[config.mk]
export PLATFORM = sky130hd
export DESIGN_NAME = pbs_turn_ctrl
export DESIGN_NICKNAME = d
export VERILOG_FILES = /design/src/rtl/pbs_turn_ctrl.sv
export SDC_FILE = /design/constraint.sdc
export NUM_CORES = 1
export LEC_CHECK = 0
export CAP_MARGIN = 0
export CELL_PAD_IN_SITES_DETAIL_PLACEMENT = 1
export CELL_PAD_IN_SITES_GLOBAL_PLACEMENT = 1
export CORE_ASPECT_RATIO = 0.75
export CORE_UTILIZATION = 39
export DETAILED_ROUTE_END_ITERATION = 7
export MAX_ROUTING_LAYER = met4
export PLACE_DENSITY = 0.92
export SYNTH_ARGS = -nofsm -noshare
export SYNTH_HDL_FRONTEND = slang
export SYNTH_SLANG_ARGS = --single-unit
export TNS_END_PERCENT = 1
[constraint.sdc]
create_clock -name clk -period 3.3 [get_ports clk]
set_input_delay 0.99 -clock clk [delete_from_list [all_inputs] [get_ports clk]]
set_output_delay 0.99 -clock clk [all_outputs]
set_load 0.05 [all_outputs]
[src/rtl/pbs_turn_ctrl.sv]
// Turn controller for a two-party battle: player half-turn, AI half-turn,
// accuracy checks, damage strobes, KO and turn-limit resolution.
module pbs_turn_ctrl #(
    parameter logic [7:0] MOVE_TIMEOUT = 8'd200,
    parameter logic [7:0] MAX_TURNS    = 8'd30
) (
    input  logic       clk,
    input  logic       rst,
    input  logic       move_valid,
    input  logic [1:0] move_in,
    input  logic       new_game,
    input  logic [3:0] p_hp,
    input  logic [3:0] AI_hp,
    input  logic [3:0] accu,
    input  logic [3:0] roll,
    output logic [1:0] p_move,
    output logic       actr,
    output logic       target,
    output logic       stop,
    output logic       load_ai_hp,
    output logic       app_ai_dmg,
    output logic       app_pl_dmg,
    output logic       move_ready,
    output logic       hit,
    output logic [7:0] turn_cnt,
    output logic       game_over,
    output logic       winner,
    output logic       draw
);

    typedef enum logic [3:0] {
        S_IDLE,
        S_P_SET,
        S_P_EVAL,
        S_P_APPLY,
        S_P_CHK,
        S_AI_SET,
        S_AI_EVAL,
        S_AI_APPLY,
        S_AI_CHK,
        S_OVER
    } state_t;

    state_t     r_state;
    state_t     w_next;
    logic [7:0] r_wait;
    logic [1:0] r_p_move;
    logic       r_hit;
    logic [7:0] r_turn;
    logic       r_winner;
    logic       r_draw;

    logic       w_hit;
    logic       w_timeout;
    logic [7:0] w_turn_inc;

    assign w_hit      = (accu >= roll);
    assign w_timeout  = (r_wait == (MOVE_TIMEOUT - 8'd1));
    assign w_turn_inc = r_turn + 8'd1;

    assign p_move   = r_p_move;
    assign hit      = r_hit;
    assign turn_cnt = r_turn;
    assign winner   = r_winner;
    assign draw     = r_draw;

    // State register
    always_ff @(posedge clk or posedge rst) begin
        if (rst) begin
            r_state <= S_IDLE;
        end else begin
            r_state <= w_next;
        end
    end

    // Next-state logic and Moore decode of selects/strobes
    always_comb begin
        w_next     = r_state;
        actr       = 1'b0;
        target     = 1'b0;
        stop       = 1'b0;
        load_ai_hp = 1'b0;
        app_ai_dmg = 1'b0;
        app_pl_dmg = 1'b0;
        move_ready = 1'b0;
        game_over  = 1'b0;
        unique case (r_state)
            S_IDLE: begin
                move_ready = 1'b1;
                if (move_valid || w_timeout) begin
                    w_next = S_P_SET;
                end
            end
            S_P_SET: begin
                target     = 1'b1;
                load_ai_hp = 1'b1;
                w_next     = S_P_EVAL;
            end
            S_P_EVAL: begin
                target = 1'b1;
                stop   = 1'b1;
                w_next = w_hit ? S_P_APPLY : S_AI_SET;
            end
            S_P_APPLY: begin
                target     = 1'b1;
                app_ai_dmg = 1'b1;
                w_next     = S_P_CHK;
            end
            S_P_CHK: begin
                w_next = (AI_hp == 4'd0) ? S_OVER : S_AI_SET;
            end
            S_AI_SET: begin
                actr   = 1'b1;
                w_next = S_AI_EVAL;
            end
            S_AI_EVAL: begin
                actr   = 1'b1;
                stop   = 1'b1;
                w_next = w_hit ? S_AI_APPLY : S_AI_CHK;
            end
            S_AI_APPLY: begin
                app_pl_dmg = 1'b1;
                w_next     = S_AI_CHK;
            end
            S_AI_CHK: begin
                if (p_hp == 4'd0) begin
                    w_next = S_OVER;
                end else if (w_turn_inc == MAX_TURNS) begin
                    w_next = S_OVER;
                end else begin
                    w_next = S_IDLE;
                end
            end
            S_OVER: begin
                game_over = 1'b1;
                if (new_game) begin
                    w_next = S_IDLE;
                end
            end
            default: begin
                w_next = S_IDLE;
            end
        endcase
    end

    // Idle wait counter: runs only while staying in idle
    always_ff @(posedge clk or posedge rst) begin
        if (rst) begin
            r_wait <= 8'd0;
        end else if (r_state == S_IDLE && w_next == S_IDLE) begin
            r_wait <= r_wait + 8'd1;
        end else begin
            r_wait <= 8'd0;
        end
    end

    // Registered move, hit flag, turn counter and result
    always_ff @(posedge clk or posedge rst) begin
        if (rst) begin
            r_p_move <= 2'b00;
            r_hit    <= 1'b0;
            r_turn   <= 8'd0;
            r_winner <= 1'b0;
            r_draw   <= 1'b0;
        end else begin
            unique case (r_state)
                S_IDLE: begin
                    if (move_valid) begin
                        r_p_move <= move_in;
                    end else if (w_timeout) begin
                        r_p_move <= 2'b00;
                    end
                end
                S_P_EVAL, S_AI_EVAL: begin
                    r_hit <= w_hit;
                end
                S_P_CHK: begin
                    if (AI_hp == 4'd0) begin
                        r_winner <= 1'b1;
                        r_draw   <= 1'b0;
                    end
                end
                S_AI_CHK: begin
                    if (p_hp == 4'd0) begin
                        r_winner <= 1'b0;
                        r_draw   <= 1'b0;
                    end else begin
                        r_turn <= w_turn_inc;
                        if (w_turn_inc == MAX_TURNS) begin
                            r_winner <= (p_hp > AI_hp);
                            r_draw   <= (p_hp == AI_hp);
                        end
                    end
                end
                S_OVER: begin
                    if (new_game) begin
                        r_turn   <= 8'd0;
                        r_winner <= 1'b0;
                        r_draw   <= 1'b0;
                        r_hit    <= 1'b0;
                    end
                end
                default: begin
                end
            endcase
        end
    end

endmodule

Yosys cells after proc, flatten, opt, wreduce, memory -nomap -nowiden
Cells that the tools add are included.

$add $sub $neg: 2. Order comparisons: 2. Eq/ne operators: 16. Multiplexer cells: 32. Reduce and logical (&&, ||, !) cells: 17.

Operator list (count): $pmux 4 s10 (1); $mux 4 (6); $mux 8 (3); $add 8x1->8 const B (2); $eq 4x3->1 const B (4); $logic_not 4->1 (4); $pmux 8 s2 (1); $mux 1 (15); $eq 4x2->1 const B (2); $eq 4x4->1 const B (2); $eq 8x5->1 const B (1); $eq 8x8->1 const B (1); $ne 2x2->1 const B (3); $pmux 1 s3 (2); $reduce_bool 2->1 (3); $eq 4x1->1 const B (1); $eq 4x4->1 (1); $ge 4x4->1 (1); $gt 4x4->1 (1); $mux 2 (2); $reduce_and 2->1 (2); $reduce_and 4->1 (1); $reduce_or 2->1 (2); $mux 3 (1); other kinds (7) (7).

Register bits after elaboration: 25. Output and inout bits: 21.

Logic depth before layout (Yosys ltp)
Depth after elaboration: 8. Depth in mapped cells: 8. Mapped depth without buffers: 8.

Least setup slack after synthesis
No wires, ideal clock.

Path type: reg-to-output. Start point: register r_state[0]. End point: output target. Data arrival time: 1956 ps. Required time: 2310 ps. Slack: 354 ps. Stages on the path, launching flop included: 4. Buffers on the path: 1. Cell sequence: dfrtp_1 -> clkbuf_1 -> inv_1 -> a211oi_1.

Longest elaborated chain between the ends: 3. Elaborated cells on any way between the ends: 5.

RTL lines: start, declared (RTL line 44) `state_t r_state;`; start signal, assigned (RTL line 72) `r_state <= w_next;`; $eq 4x2->1 or $eq 4x1->1 (tied branches) (RTL line 87) `unique case (r_state)`; $reduce_or 3->1 (no source line) *; $mux 1 * (RTL line 87); end, declared (RTL line 18) `output logic target,`.

Mark *: on every way between the ends. The rest lies on a longest branch, timed or not.

Worst setup path after layout
Start point: register r_state[3]. End point: output game_over.

Longest elaborated chain between the ends: 2.

RTL lines: $eq 4x4->1 (RTL line 87); $mux 1 (RTL line 87); end, declared (RTL line 26) `output logic game_over,`.

No other way between the ends.

==> metrics.yaml <==
status:
  outcome: "complete, no violations"
flow_run:
  drv_cap: 0
clock_tree:
  path_clk_slew_ps: 90
  cts_num_sinks: 25
  cts_max_path_buffers: 2
  insertion_delay_ps: 270
  hold_buffers: 0
  cts-root-buf: "clkbuf_8"
  cts_tree: "done"
  ctsResizeCount: 0
  cts_buffers: 3
  post_cts_buffers: 0
  cts_max_level: 1
critical_path:
  startpoint_type: "register"
  path_cells: "nor2b_1, nand2_1, nor2_1, clkdlybuf4s50_1"
  crit_arrival_ps: 2140
  r2r_end: "draw$_DFFE_PP0P_"
  slowest_stage: "clkdlybuf4s50_1"
  crit_fanout: 11
  critical_path_class: "register to output pin"
  required_ps: 2310
  crit_path_end_kind: "output pin"
  r2r_slack_ps: 1070
  critical_path.max_stage_delay_ps: 810
  reg2reg_depth: 7
  worstReg2RegStart: "turn_cnt[0]$_DFFE_PP0P_"
die:
  dieArea_mm2: 0.004525
  die_w_um: 77.34
  start_util: 0.4096
  ioPinCount: 43
  rows: 20
  die_y_um: 58.51
  core-area_mm2: 0.004054
power:
  powerDensity_mw_per_mm2: 666.1
  peakVddDrop_mv: 0.4594
  comb_power_share: 0.563
  p_int_mw: 0.7467
  switchingPower_mw: 0.7384
  swShare: 0.4972
  pwr-share-clk: 0.126
  seq_power_share: 0.310
  power_leakage_nw: 0.9971
synth:
  synthCells: 188
  syn_area_per_cell_um2: 8.832
  yosys.area.top_type_share: 0.3768
  yosys_warnings: 0
  async_flop_share: 1.000
  synth_top_area_cell: "dfrtp_1"
  ys_top_cells_by_area: "dfrtp_1 38%, ha_1 8.3%, nand2_1 5.2%"
  syn-num-nets: 221
  ys_ff_latch: 25
  synth_top_flop_cell: "dfrtp_1"
  synth_edf_count: 0
  yosysSeqAreaShare: 0.3768
  netlist_area_mm2: 0.001660
  synth_cell_types: 44
sta:
  final-setup-viol-count: 0
  maxSlewHeadroom: 0.5018
  finalHoldViolations: 0
  skew_ps: 1.150
  fin_crit_sh: 0.9474
  rsz0062_at_grt: "false"
  max_freq_mhz: 319.9
  worstMarginPinSlew_ps: 740.5
  fin_tns_setup_ps: 0
  layout_min_cycle_time_ps: 3126
  maxSlewViolCount: 0
drt:
  routedWlPerCell_um: 15.58
  drc_errors: 0
  drtIter0Drc: 66
  wirelength_um: 4503
  antenna_left: 0
  routed_via_density: 5.391
  firstDrtPassIters: 4
  vias: 1558
hold_path:
  hold_end: "r_wait[0]$_DFF_PP0_"
  hold_path_class: "register to register"
  worstHoldStart: "r_wait[0]$_DFF_PP0_"
  min_path_cells: 1
finish:
  stdcell_count: 289
  num-fill-cells: 497
  utilization: 0.5500
  most-common-layout-cells: "38 x clkdlybuf4s50_1, 25 x dfrtp_1, 23 x nand2_1"
  n_antenna_cell: 0
  final_common_cell: "clkdlybuf4s50_1"
  drive_above_1_share: 0.08120
  final_nets: 268
  syn_to_final_growth_pct: 34.29
global_route:
  grt_pass1_vias: 1620
  grt_first_pass_wirelength_um: 7776
  grt_overflow: 0
  grt_start_max_net_pins: 26
  grt_use_total: 0.2264
  antenna_found_initial: 0
place:
  placed_cells: 285
  io_buffer_count: 42
  gp_congestion: 0.7790
  place_hpwl_um: 3461
[kinds of logic after synthesis]
logic type,share of synthesized area
flops,0.3768
xor+xnor,0.06782
fa+ha+maj,0.08289
buf+inv,0.04822
simple gates,0.2404
compound gates,0.1839
[flip-flops by register name (all words and copies together), names as in the netlist]
signal    count
p_move        2
turn_cnt      8
draw          1
winner        1
hit           1
r_wait        8
r_state       4
[metal layers]
layer / part of all wire / GRT usage
met5: 0 / -
met3: 0.027 / 0.03721
met1: 0.48 / 0.2949
met2: 0.48 / 0.3869
met4: 0.0049 / 0.02426
[worst max-delay path by stage]
| stage | to | startpoint | cells after the start |
|---|---|---|---|
| global route | game_over | r_state[3]$_DFF_PP0_ | 4 |
| finish | game_over | r_state[3]$_DFF_PP0_ | 4 |
| floorplan | target | r_state[0]$_DFF_PP0_ | 3 |
| global placement | r_wait[0]$_DFF_PP0_ | accu[0] | 10 |
| CTS | stop | r_state[0]$_DFF_PP0_ | 4 |
| detailed placement | r_state[0]$_DFF_PP0_ | accu[0] | 10 |
[cell usage after synthesis, types with 3 or more instances]
library cell / count
a21oi_1: 7
a32o_1: 3
buf_2: 4
dfrtp_1: 25
ha_1: 11
inv_1: 15
nand2_1: 23
nand2b_1: 3
nand3_1: 9
nor2_1: 16
nor2b_1: 3
nor3_1: 4
nor3b_1: 3
nor4_1: 4
o21ai_0: 13
xnor2_1: 6
xor2_1: 5
[power by group through the flow]
stage | combinational [mW] | clock [mW] | sequential (mW)
global route | 0.899 | 0.207 | 0.477
floorplan | 0.471 | 0 | 0.515
global placement | 0.811 | 0 | 0.462
CTS | 0.839 | 0.194 | 0.462
detailed placement | 0.833 | 0 | 0.467
finish | 0.837 | 0.187 | 0.461
[worst max-delay path, delay by kind of cell, from the launching register on]
family        cells  cell delay, ps
buf+inv           1             810
flops             1             560
simple gates      3             480
[area by class of cell]
class                      instances  area [µm²]  share of cell area
multi-input combinational        143       954.7              0.4282
sequential                        25       625.6              0.2806
clock buffer                       3       41.29             0.01852
clock inverter                     1       7.507            0.003367
tap                               55       68.82             0.03086
timing repair buffer              47       475.5              0.2132
inverter                          15       56.30             0.02525
[stage by stage]
stage                     area, µm²  hold WS (ps)  power (mW)  setup WS (ps)
final                          2230         461.9       1.485          173.6
after global routing           2230         490.2       1.582          37.00
after CTS                      2222         465.6       1.496          83.45
after detailed placement       2173         452.2       1.300          336.1
after global placement         2173         450.1       1.273          390.7
after floorplan                1660         429.3      0.9862          353.7
No activity file was read; power rests on OpenSTA's default activity.
